<file path="config.mk">
export PLATFORM = sky130hd
export DESIGN_NAME = dtr_vote_ctr
export DESIGN_NICKNAME = d
export VERILOG_FILES = /design/src/rtl/dtr_pkg.sv /design/src/rtl/voter3w.sv /design/src/rtl/dtr_vote_ctr.sv
export SDC_FILE = /design/constraint.sdc
export NUM_CORES = 1
export LEC_CHECK = 0
export CORE_UTILIZATION = 56
export DETAILED_ROUTE_END_ITERATION = 8
export PLACE_DENSITY = 0.88
export SYNTH_ARGS = -nofsm -noshare
export SYNTH_HDL_FRONTEND = slang
export SYNTH_SLANG_ARGS = --single-unit
export TNS_END_PERCENT = 1
</file>
<file path="constraint.sdc">
create_clock -name clk -period 3.9 [get_ports clk]
set_clock_uncertainty 0.1 [all_clocks]
set_input_delay 0.78 -clock clk [delete_from_list [all_inputs] [get_ports clk]]
set_output_delay 0.78 -clock clk [all_outputs]
set_load 0.005 [all_outputs]
</file>
<file path="src/rtl/dtr_pkg.sv">
// Shared types and encodings for the DyTR redundancy checker path.
package dtr_pkg;

  typedef enum logic [1:0] {
    P0  = 2'd0,
    P1  = 2'd1,
    P2  = 2'd2,
    REC = 2'd3
  } state_t;

  localparam logic [1:0] CTR_P0 = 2'b00;
  localparam logic [1:0] CTR_P1 = 2'b01;
  localparam logic [1:0] CTR_P2 = 2'b10;

  localparam logic MODE_TTR = 1'b0;
  localparam logic MODE_DTR = 1'b1;

  // Phase counter value presented for a given state; recovery reads as phase 0.
  function automatic logic [1:0] ctrOf(input state_t s);
    logic [1:0] c;
    c = CTR_P0;
    case (s)
      P1:      c = CTR_P1;
      P2:      c = CTR_P2;
      default: c = CTR_P0;
    endcase
    return c;
  endfunction

endpackage

</file>
<file path="src/rtl/voter3w.sv">
// Bitwise 3-way majority with word-level agreement flags; purely combinational.
module voter3w #(
  parameter int unsigned WIDTH = 8
) (
  input  logic [WIDTH-1:0] a,
  input  logic [WIDTH-1:0] b,
  input  logic [WIDTH-1:0] c,
  output logic [WIDTH-1:0] maj,
  output logic             any_pair_eq,
  output logic             all_eq
);

  assign maj         = (a & b) | (a & c) | (b & c);
  assign any_pair_eq = (a == b) || (a == c) || (b == c);
  assign all_eq      = (a == b) && (b == c);

endmodule

</file>
<file path="src/rtl/dtr_vote_ctr.sv">
// Time-redundancy checker: collects 2 (DTR) or 3 (TTR) copies of a word, emits the
// checked/voted word, flags uncorrectable disagreement and runs a fixed recovery.
module dtr_vote_ctr
  import dtr_pkg::*;
#(
  parameter int unsigned WIDTH   = 8,
  parameter int unsigned REC_LEN = 4
) (
  input  logic             clk,
  input  logic             reset,
  input  logic             modeS,
  input  logic [WIDTH-1:0] din,
  input  logic             din_valid,
  output logic [WIDTH-1:0] dout,
  output logic             dout_valid,
  output logic             fail,
  output logic             err_corr,
  output logic [1:0]       ctr,
  output logic             busy_rec
);

  localparam int unsigned CNT_W = $clog2(REC_LEN + 1);

  state_t             state, stateNext;
  logic [WIDTH-1:0]   s0, s0Next;
  logic [WIDTH-1:0]   s1, s1Next;
  logic               modeQ, modeQNext;
  logic [CNT_W-1:0]   recCnt, recCntNext;
  logic [WIDTH-1:0]   doutNext;
  logic               doutValidNext, failNext, errCorrNext;
  logic [1:0]         ctrNext;
  logic               busyRecNext;

  logic [WIDTH-1:0]   voteMaj;
  logic               voteAnyPair, voteAll;

  voter3w #(.WIDTH(WIDTH)) uVoter (
    .a          (s0),
    .b          (s1),
    .c          (din),
    .maj        (voteMaj),
    .any_pair_eq(voteAnyPair),
    .all_eq     (voteAll)
  );

  // Next-state and next-output decode; outputs are registered below.
  always_comb begin
    stateNext     = state;
    s0Next        = s0;
    s1Next        = s1;
    modeQNext     = modeQ;
    recCntNext    = recCnt;
    doutNext      = dout;
    doutValidNext = 1'b0;
    failNext      = 1'b0;
    errCorrNext   = 1'b0;

    case (state)
      P0: begin
        if (din_valid) begin
          s0Next    = din;
          modeQNext = modeS;
          stateNext = P1;
        end
      end
      P1: begin
        if (din_valid) begin
          if (modeQ == MODE_DTR) begin
            if (din == s0) begin
              doutNext      = din;
              doutValidNext = 1'b1;
              stateNext     = P0;
            end else begin
              failNext   = 1'b1;
              recCntNext = CNT_W'(REC_LEN - 1);
              stateNext  = REC;
            end
          end else begin
            s1Next    = din;
            stateNext = P2;
          end
        end
      end
      P2: begin
        if (din_valid) begin
          if (voteAnyPair) begin
            doutNext      = voteMaj;
            doutValidNext = 1'b1;
            errCorrNext   = !voteAll;
            stateNext     = P0;
          end else begin
            failNext   = 1'b1;
            recCntNext = CNT_W'(REC_LEN - 1);
            stateNext  = REC;
          end
        end
      end
      REC: begin
        if (recCnt == CNT_W'(0)) begin
          stateNext = P0;
        end else begin
          recCntNext = recCnt - CNT_W'(1);
        end
      end
      default: stateNext = P0;
    endcase

    // Phase/recovery indicators track the state being entered so they register with it.
    ctrNext     = ctrOf(stateNext);
    busyRecNext = (stateNext == REC);
  end

  // State, sample and output registers.
  always_ff @(posedge clk) begin
    if (reset) begin
      state      <= P0;
      s0         <= '0;
      s1         <= '0;
      modeQ      <= MODE_TTR;
      recCnt     <= '0;
      dout       <= '0;
      dout_valid <= 1'b0;
      fail       <= 1'b0;
      err_corr   <= 1'b0;
      ctr        <= CTR_P0;
      busy_rec   <= 1'b0;
    end else begin
      state      <= stateNext;
      s0         <= s0Next;
      s1         <= s1Next;
      modeQ      <= modeQNext;
      recCnt     <= recCntNext;
      dout       <= doutNext;
      dout_valid <= doutValidNext;
      fail       <= failNext;
      err_corr   <= errCorrNext;
      ctr        <= ctrNext;
      busy_rec   <= busyRecNext;
    end
  end

endmodule

</file>
==> metrics list <==
- Leaving out fill and tap cells, the most frequent cell in the layout is sky130_fd_sc_hd__dfxtp_1.
* TritonCTS clock tree: built
- Gate count of the mapped netlist: 232
- Vias after detailed routing: 1790
* Run status: completed
- In the final routed layout, each cell accounts on average for 15.14 microns.
- For this run, design rule violations remaining after detail routing come to 0.
* Pleak: 0.001111 uW
- The number of antenna violations at the first check in global routing came to 0.
* Wire length of the first global-routing pass: 7.921 mm
* Total GRT Usage: 0.2507
- Before antenna repair, the detailed router went through 4 iterations.
* Combinational family with the most area after synthesis: simple AND/OR/NAND/NOR gates
- Register area share after synthesis: 0.3353
- Last weighted congestion value of the routability-driven placer: 0.9048
- IO Pins: 26
* Detailed placer's ending HPWL: 3.390 mm
* Die outline area: 0.004090 sq mm
* Measured slew at the worst slew-check pin: 0.8060 ns
* Post-detailed-route via-to-cell ratio: 5.888
- Most used cells in the layout excluding fill and tap cells: sky130_fd_sc_hd__dfxtp_1 (36), sky130_fd_sc_hd__ha_1 (31), sky130_fd_sc_hd__clkdlybuf4s50_1 (25)
- The total area inside the core boundary comes to 0.003661 sq mm.
- The via count of the first global-routing pass was 1741.
- In this run the number of H-tree levels came out at 2.
- CTS resizes: 0
- Count of fill cells added during filler insertion: 303
* Multiplexer fraction of the synthesized cell area: 0.07451
* Remaining number of nets flagged by the antenna check after routing: 0
- The floorplan has 22 rows.
- Entering global routing, the biggest net connects 32 pins.
* Fraction of the mapped netlist area in adder cells: 0.1804
- Total power after layout: 950.5 uW
- Power spread over the standard cell area amounts to 374.6 mW/mm^2.
* Setup crit end kind: register
* Die X-Extent: 63.96 microns
- Count of state elements after synthesis: 36
- TritonCTS created 5 clock buffers.
- Data on the critical path arrives at its endpoint at 3.11 ns.
* Synth Area in Simple Gates: 0.2125
- Layout overhead on the synthesized area: 18.04%
- Grt total ovfl: 0
- The number of nets handed over by synthesis was 275.
* Total standard cell area after synthesis: 0.002150 sq mm
* Yosys warning count: 0
- Clock root buffer master: sky130_fd_sc_hd__clkbuf_8
- The first routing iteration left 111 violations.
- Final net count: 298
* Number of endpoints with negative hold slack in the final report: 0
* Final number of setup-violating endpoints: 0
* Die Y: 63.96 microns
- By startpoint and endpoint, the worst setup path is classified as primary input to register.
- The number of setup buffers added after CTS is 0.
- The number of max-slew violations in the final report is 0.
- The worst hold path belongs to the class register to register.
- The clock period could shrink to 3.049 ns.
- Final-layout setup total negative slack: 0 ns
- The finished cells cover 0.002537 sq mm.
- Counting distinct cell types in the post-synthesis netlist gives 41.
- The initial utilization of the core area, before any placement, comes to 0.5871.
* Final period utilization: 0.7817
- Summed over all layers, the routed wires come to 4.603 mm.
- Setup crit start kind: primary input
- Max VDD drop: 262.0 uV
- Number of port buffers: 25
- The repair_antennas step left the layout with diodes totalling 0.
- In the final layout, the share of cells above drive strength 1 is 0.07813.
- Later-pin clock latency in the skew report: 0.29 ns
* Worst EP required: 3.96 ns
- Averaged over all synthesized cells, the footprint is 9.265 sq um.
- Clock tree synthesis found a total of 36 sinks.
- Fmax achieved: 328.0 MHz
* Slew headroom: 0.4627
- Along the worst path, the maximum fanout reaches 8.
* Area after detailed placement: 0.002426 sq mm
- The tool flagged a number of max-cap violations equal to 0.
- Complex-gate fraction of the synthesized area: 0.1589
- CTS Hold Buffers Added: 0
- The clock passes through at most 2 buffers.
* Setup repair after global routing missed its margin: false
- Clock-pin slew reported for the worst setup and hold paths after clock tree synthesis: 0.07 ns
- Of the total synthesized cell area, the portion taken by XOR and XNOR cells is 0.
- Hold slack final: 0.3773 ns
## path summary, 6_finish.rpt
check | startpoint | to | slack (ns) | cells past startpoint
worst max-delay path | din[5] | dout[0]$_SDFFE_PP0P_ | 0.85 | 7
worst min-delay path | dout[1]$_SDFFE_PP0P_ | dout[1]$_SDFFE_PP0P_ | 0.38 | 2
worst max register to register | s0[1]$_SDFFE_PP0P_ | dout[0]$_SDFFE_PP0P_ | 1.47 | 6
worst min register to register | dout[1]$_SDFFE_PP0P_ | dout[1]$_SDFFE_PP0P_ | 0.38 | 2
## where the power goes
part / internal, uW / leakage, uW / switching [uW]
Combinational: 99.3 / 0.000764 / 121
Clock: 189 / 0.0000541 / 132
Sequential: 391 / 0.000293 / 17.1
## worst max-delay path, stage by stage
cell and delay [ns]:
sky130_fd_sc_hd__clkdlybuf4s50_1 0.49, sky130_fd_sc_hd__ha_1 0.35, sky130_fd_sc_hd__nor4_2 0.39, sky130_fd_sc_hd__nand2_2 0.18
sky130_fd_sc_hd__a41oi_2 0.28, sky130_fd_sc_hd__nand3b_1 0.41, sky130_fd_sc_hd__mux2i_1 0.23
## final cells by class
class / instances / area (sq um) / share of cell area
multi-input cells: 176 / 1346 / 0.5306
flip-flops and latches: 36 / 720.7 / 0.2840
repair buffers: 27 / 265.3 / 0.1045
clock buffers: 5 / 68.82 / 0.02712
well taps: 48 / 60.06 / 0.02367
clock inverters: 3 / 42.54 / 0.01677
inverters: 9 / 33.78 / 0.01331
## cell families after synthesis
| logic type | Yosys count |
|---|---|
| and+or+nand+nor | 88 |
| AOI/OAI and AO/OA | 41 |
| DFF | 36 |
| muxes | 16 |
| adders and majority gates | 31 |
| buffers and inverters | 20 |
## stage by stage
step	util	instances	setup slack (ns)
2_1_floorplan	-	232	1.481
5_1_grt	0.6931	304	0.6378
3_5_place_dp	0.6627	296	0.5345
3_3_place_gp	0.6627	296	0.6231
6_report	0.6931	304	0.8513
4_1_cts	0.6931	304	0.8315
## registers in the layout, indices dropped and copies added, names as in the netlist
register	cells
ctr	2
dout_valid	1
err_corr	1
busy_rec	1
state	2
dout	8
s0	8
recCnt	3
fail	1
modeQ	1
s1	8
## synthesized netlist by cell type
cell type	n	area, sq um
sky130_fd_sc_hd__a2111oi_1	1	10.01
sky130_fd_sc_hd__a2111oi_2	1	15.01
sky130_fd_sc_hd__a2111oi_4	1	27.53
sky130_fd_sc_hd__a211o_1	8	70.07
sky130_fd_sc_hd__a21oi_1	17	85.08
sky130_fd_sc_hd__a31o_1	1	8.760
sky130_fd_sc_hd__a31oi_1	1	6.260
sky130_fd_sc_hd__a31oi_4	1	21.27
sky130_fd_sc_hd__a41oi_2	1	16.27
sky130_fd_sc_hd__and2_1	3	18.77
sky130_fd_sc_hd__and3_1	1	6.260
sky130_fd_sc_hd__and4_1	2	17.52
sky130_fd_sc_hd__buf_1	2	7.510
sky130_fd_sc_hd__buf_2	3	15.01
sky130_fd_sc_hd__buf_4	1	7.510
sky130_fd_sc_hd__clkbuf_1	5	18.77
sky130_fd_sc_hd__dfxtp_1	36	720.7
sky130_fd_sc_hd__ha_1	31	387.9
sky130_fd_sc_hd__inv_1	9	33.78
sky130_fd_sc_hd__mux2i_1	16	160.2
sky130_fd_sc_hd__nand2_1	15	56.30
sky130_fd_sc_hd__nand2_2	1	6.260
sky130_fd_sc_hd__nand2b_1	11	68.82
sky130_fd_sc_hd__nand3_1	10	50.05
sky130_fd_sc_hd__nand3b_1	2	15.01
sky130_fd_sc_hd__nand4_1	2	12.51
sky130_fd_sc_hd__nor2_1	20	75.07
sky130_fd_sc_hd__nor2b_1	1	6.260
sky130_fd_sc_hd__nor3_1	12	60.06
sky130_fd_sc_hd__nor3b_1	1	7.510
sky130_fd_sc_hd__nor4_1	4	25.02
sky130_fd_sc_hd__nor4_2	2	25.02
sky130_fd_sc_hd__o21a_1	2	15.01
sky130_fd_sc_hd__o21ai_0	1	5.000
sky130_fd_sc_hd__o21ai_1	1	5.000
sky130_fd_sc_hd__o221a_2	1	11.26
sky130_fd_sc_hd__o221ai_2	1	15.01
sky130_fd_sc_hd__o22a_1	1	8.760
sky130_fd_sc_hd__o31ai_2	1	12.51
sky130_fd_sc_hd__o32ai_1	1	8.760
sky130_fd_sc_hd__or2_1	1	6.260
## routing by layer
metal  GRT usage  up-vias  share of wire
li1            -      889              -
met2      0.4069       51           0.49
met3     0.05000        9          0.056
met1      0.3204      841           0.44
met5           0        -              0
met4      0.1080        0          0.015
(Power assumes the default switching activity.)
